**config.mk**
```make
export PLATFORM = sky130hd
export DESIGN_NAME = fetch_stage
export DESIGN_NICKNAME = d
export VERILOG_FILES = /design/src/rtl/cpu_pkg.sv /design/src/rtl/pc_inc.sv /design/src/rtl/fetch_stage.sv
export SDC_FILE = /design/constraint.sdc
export NUM_CORES = 1
export LEC_CHECK = 0
export CELL_PAD_IN_SITES_DETAIL_PLACEMENT = 0
export CELL_PAD_IN_SITES_GLOBAL_PLACEMENT = 1
export CORE_MARGIN = 1
export CORE_UTILIZATION = 31
export DETAILED_ROUTE_END_ITERATION = 6
export GPL_TIMING_DRIVEN = 0
export HOLD_SLACK_MARGIN = 0.12
export MAX_ROUTING_LAYER = met4
export PLACE_DENSITY_LB_ADDON = 0.05
export SYNTH_ARGS = -nofsm -noshare
export SYNTH_HDL_FRONTEND = slang
export SYNTH_SLANG_ARGS = --single-unit
```
**constraint.sdc**
```tcl
create_clock -name clk -period 1.4 [get_ports clk]
set_clock_uncertainty 0.05 [all_clocks]
set_input_delay 0.28 -clock clk [delete_from_list [all_inputs] [get_ports clk]]
set_output_delay 0.28 -clock clk [all_outputs]
set_load 0.02 [all_outputs]
```
**src/rtl/cpu_pkg.sv**
```systemverilog
// Shared CPU definitions: fetch FSM states, the canonical NOP encoding and
// the default reset vector.
package cpu_pkg;

    typedef enum logic [1:0] {
        START = 2'd0,
        FETCH = 2'd1,
        WAIT  = 2'd2
    } fetch_state_t;

    // addi x0, x0, 0
    localparam logic [31:0] NOP_INSTR = 32'h0000_0013;

    localparam int unsigned DEFAULT_RESET_PC = 0;

endpackage

```
**src/rtl/pc_inc.sv**
```systemverilog
// Program-counter incrementer: next sequential instruction address,
// wrapping modulo 2^WIDTH.
module pc_inc #(
    parameter int WIDTH = 16
) (
    input  logic [WIDTH-1:0] pc,
    output logic [WIDTH-1:0] pc_plus4
);

    assign pc_plus4 = pc + WIDTH'(4);

endmodule

```
**src/rtl/fetch_stage.sv**
```systemverilog
// Instruction fetch stage: one outstanding request to instruction memory,
// registered hand-off to decode, branch/jump redirect with stale-response kill.
module fetch_stage
    import cpu_pkg::*;
#(
    parameter int          PC_WIDTH    = 16,
    parameter int          INSTR_WIDTH = 32,
    parameter int unsigned RESET_PC    = DEFAULT_RESET_PC
) (
    input  logic                   clk,
    input  logic                   rst,
    output logic                   imem_req,
    output logic [PC_WIDTH-1:0]    imem_addr,
    input  logic                   imem_gnt,
    input  logic                   imem_rvalid,
    input  logic [INSTR_WIDTH-1:0] imem_rdata,
    input  logic                   redirect,
    input  logic [PC_WIDTH-1:0]    redirect_pc,
    input  logic                   id_stall,
    output logic                   id_valid,
    output logic [INSTR_WIDTH-1:0] id_instr,
    output logic [PC_WIDTH-1:0]    id_pc,
    output logic [PC_WIDTH-1:0]    id_pc_plus4
);

    localparam logic [PC_WIDTH-1:0] RESET_PC_V = PC_WIDTH'(RESET_PC);

    fetch_state_t        state;
    logic [PC_WIDTH-1:0] pc;
    logic [PC_WIDTH-1:0] fetch_pc;
    logic [PC_WIDTH-1:0] fetch_pc_plus4;
    logic [PC_WIDTH-1:0] redirect_pc_aligned;
    logic                kill;
    logic                transfer;
    logic                fire;

    // Handshake: decode takes id_* at an edge with id_valid=1 and id_stall=0;
    // no new request is issued while a held instruction is stalled.
    assign transfer            = id_valid && !id_stall;
    assign imem_req            = (state == FETCH) && !(id_valid && id_stall);
    assign imem_addr           = pc;
    assign fire                = imem_req && imem_gnt;
    assign redirect_pc_aligned = redirect_pc & ~PC_WIDTH'(3);

    pc_inc #(.WIDTH(PC_WIDTH)) u_pc_inc (
        .pc       (fetch_pc),
        .pc_plus4 (fetch_pc_plus4)
    );

    always_ff @(posedge clk or negedge rst) begin
        if (!rst) begin
            state       <= START;
            pc          <= RESET_PC_V;
            fetch_pc    <= '0;
            kill        <= 1'b0;
            id_valid    <= 1'b0;
            id_instr    <= INSTR_WIDTH'(NOP_INSTR);
            id_pc       <= '0;
            id_pc_plus4 <= '0;
        end else begin
            if (transfer) id_valid <= 1'b0;

            case (state)
                START: state <= FETCH;
                FETCH: begin
                    if (fire) begin
                        fetch_pc <= pc;
                        state    <= WAIT;
                    end
                end
                WAIT: begin
                    if (imem_rvalid) begin
                        state <= FETCH;
                        kill  <= 1'b0;
                        if (!kill && !redirect) begin
                            id_instr    <= imem_rdata;
                            id_pc       <= fetch_pc;
                            id_pc_plus4 <= fetch_pc_plus4;
                            id_valid    <= 1'b1;
                            pc          <= fetch_pc_plus4;
                        end
                    end
                end
                default: state <= START;
            endcase

            // Redirect wins; a response already in flight is marked stale.
            if (redirect && state != START) begin
                pc       <= redirect_pc_aligned;
                id_valid <= 1'b0;
                if (state == WAIT)
                    kill <= !imem_rvalid;
                else if (fire)
                    kill <= 1'b1;
            end
        end
    end

endmodule

```
==> run metrics <==
final setup margin -178 ps; synth unique cells 37; CP max-delay cell dfrtp_2; CTS H-tree lvls 3; RSZ-0062 raised after global routing true; Total Power 13.1 mW; final instance area 7120 um^2; sum of negative setup slack -6220 ps; worst reg2reg setup slack -170 ps; Synth Cell Area 4000 um^2; via count 3,460; Worst Hold Class in -> reg; final wirelength 12.6 mm; Initial Util 31.7%; Final ANT Viol Nets 0; Seq cells post-synth 98; Row Count 41; crit path DAT 1250 ps; clock latency at the later pin of the worst-skew pair 350 ps; Post-Synth XOR/XNOR Area 2.19%; # Max-Cap Violations 0; ys flop type dfrtp_1; startpoint types flip-flop; DRC 0; Worst path max stage delay 440 ps; largest net degree at the start of global routing 58; initial antenna violation count 0; Layout area overhead 78.1%; Syn. warnings 0; Clock transition at path regs 60 ps; mux contribution to synthesized area 4.48%; Post-synth EDFFs 0; GRT Total Usage 19.3%; Final Core Density 56.4%; PortBufs 133; Final setup viols 86; Final Hold Viols 0; first-pass GRT wire length 18.4 mm; synthesized-area fraction occupied by adder cells 0.313%; Die ar. 13,400 um^2; Cells after Synth 391; Synth Area in Compound Gates 7.89%; commonest non-fill, non-tap cell in the layout dfrtp_1; die width 116 um; power density over cell area 1840 nW/um^2; leakage power figure 3.50 nW; Wirelength per Cell 16.5 um; final worst-path cycle share 113%; Place WS -629 ps; # clock sinks 98; failing checks setup timing; crit end category output port; worst path bufs/invs 2; status finished, violations left; Tightest Pin Transition 573 ps; DR iter-0 viols 124; drt pass-1 iters 6; number of buffers created by CTS 9; syn nets 446; total global routing overflow 0; # diodes 0; Max Clk Rate 634 MHz; share of flip-flops with an asynchronous set or reset 100%; cell family with the largest share of critical-path delay flip-flops; Mapped Avg Cell Area 10.2 um^2; DIE HEIGHT 116 um; Post-Layout Cell Count 759; worst hold slack 210 ps; Data required, critical path 1070 ps; Cell Area, Placed 5640 um^2; clock buffer depth 2; clk root buf clkbuf_16; critical path class reg -> out; CP max FO 4; GPL Wtd Cong 0.726; core footprint 12,600 um^2; share of cells above drive strength 1 45.5%; I/O pin cnt 136; largest family of logic cells by synthesized area simple AND/OR/NAND/NOR gates; TritonCTS clock tree done; Via density 4.56; simple-gate share of the synthesized area 20.3%; Period minus WS final 1580 ps; max_slew headroom 61.8%; Net count, final 637; vias in the first global route 3,296; maximum VDD drop 0.948 mV; dpl cells 697; hpwl dp 7.59 mm; register area share after synthesis 61.4%; Final Max Tran Viols 0; commonest cells after routing, fill and taps aside dfrtp_1, nand2_1, nand2_2; cell breakdown of the critical path buf_4 > and3b_1 > buf_6
==> registers in the layout, indices dropped and copies added, names as in the netlist <==
signal,flops
fetch_pc,16
id_instr,32
kill,1
imem_addr,16
id_pc_plus4,14
id_pc,16
id_valid,1
state,2
==> kinds of logic after synthesis <==
kind of cell	after synthesis
XOR/XNOR	10
multiplexers	16
flip-flops	98
buffers and inverters	27
AO/OA/AOI/OAI	48
AND/OR/NAND/NOR	191
adder cells (fa/ha/maj)	1
==> metal layers <==
layer | vias to the layer above | wire (um) | GRT usage [%]
li1 | 1668 | - | -
met1 | 1682 | 5900 | 26.6
met2 | 99 | 5900 | 28.3
met3 | 11 | 570 | 3.24
met4 | 0 | 189 | 7.71
met5 | - | 0 | -
==> synthesized netlist by cell type, types with 3 or more instances <==
cell type	count	area, um^2
a21o_1	4	30.0
a21oi_1	3	15.0
a221o_1	4	40.0
a22oi_1	7	52.6
buf_2	13	65.1
buf_4	5	37.5
clkbuf_1	4	15.0
dfrtp_1	95	2380
dfstp_2	3	78.8
inv_1	4	15.0
mux2_2	15	169
nand2_1	162	608
nand2b_1	3	18.8
nand3_1	4	20.0
nor2_1	4	15.0
nor3_1	4	20.0
o21a_1	3	22.5
o21ai_0	17	85.1
o21ai_1	4	20.0
xnor2_1	8	70.1
==> final timing paths <==
kind,from,end,cells after the start
worst max-delay path,state[0],imem_req,3
worst min-delay path,imem_rvalid,state[0],3
worst max register to register,fetch_pc[12],imem_addr[14],4
worst min register to register,id_pc[8],id_pc[8],2
max in group asynchronous,rst,state[0],3
min in group asynchronous,rst,id_instr[7],2
==> report_power, final <==
| group | leakage, nW | internal (mW) | switching [mW] |
|---|---|---|---|
| clock network | 0.143 | 1.35 | 1.04 |
| registers | 1.25 | 3.89 | 0.857 |
| logic | 2.11 | 2.84 | 3.14 |
| total | 3.50 | 8.08 | 5.04 |
==> worst register-to-register path, delay by kind of cell (launching register included) <==
kind / cells / cell delay [ps]
flops: 1 / 380
simple gates: 2 / 600
mux: 1 / 330
compound gates: 1 / 150
==> final cells by class <==
class                           count  area (um^2)
Clock inverter                      2         10.0
Buffer                             21          304
Clock buffer                       14          274
Sequential cell                    98         2460
Timing Repair Buffer              182         1830
Fill cell                        1157         5500
Multi-Input combinational cell    266         2010
Inverter                            4         15.0
Tap cell                          172          215
==> repair_timing <==
item,CTS,global route
hold buffers,1,0
endpoints found under the hold margin,38,0
gates resized for setup,236,213
buffers inserted,17,19
setup endpoints to repair,177,154
pin swaps,32,79
cloned,8,6
No activity file was read; power rests on OpenSTA's default activity.
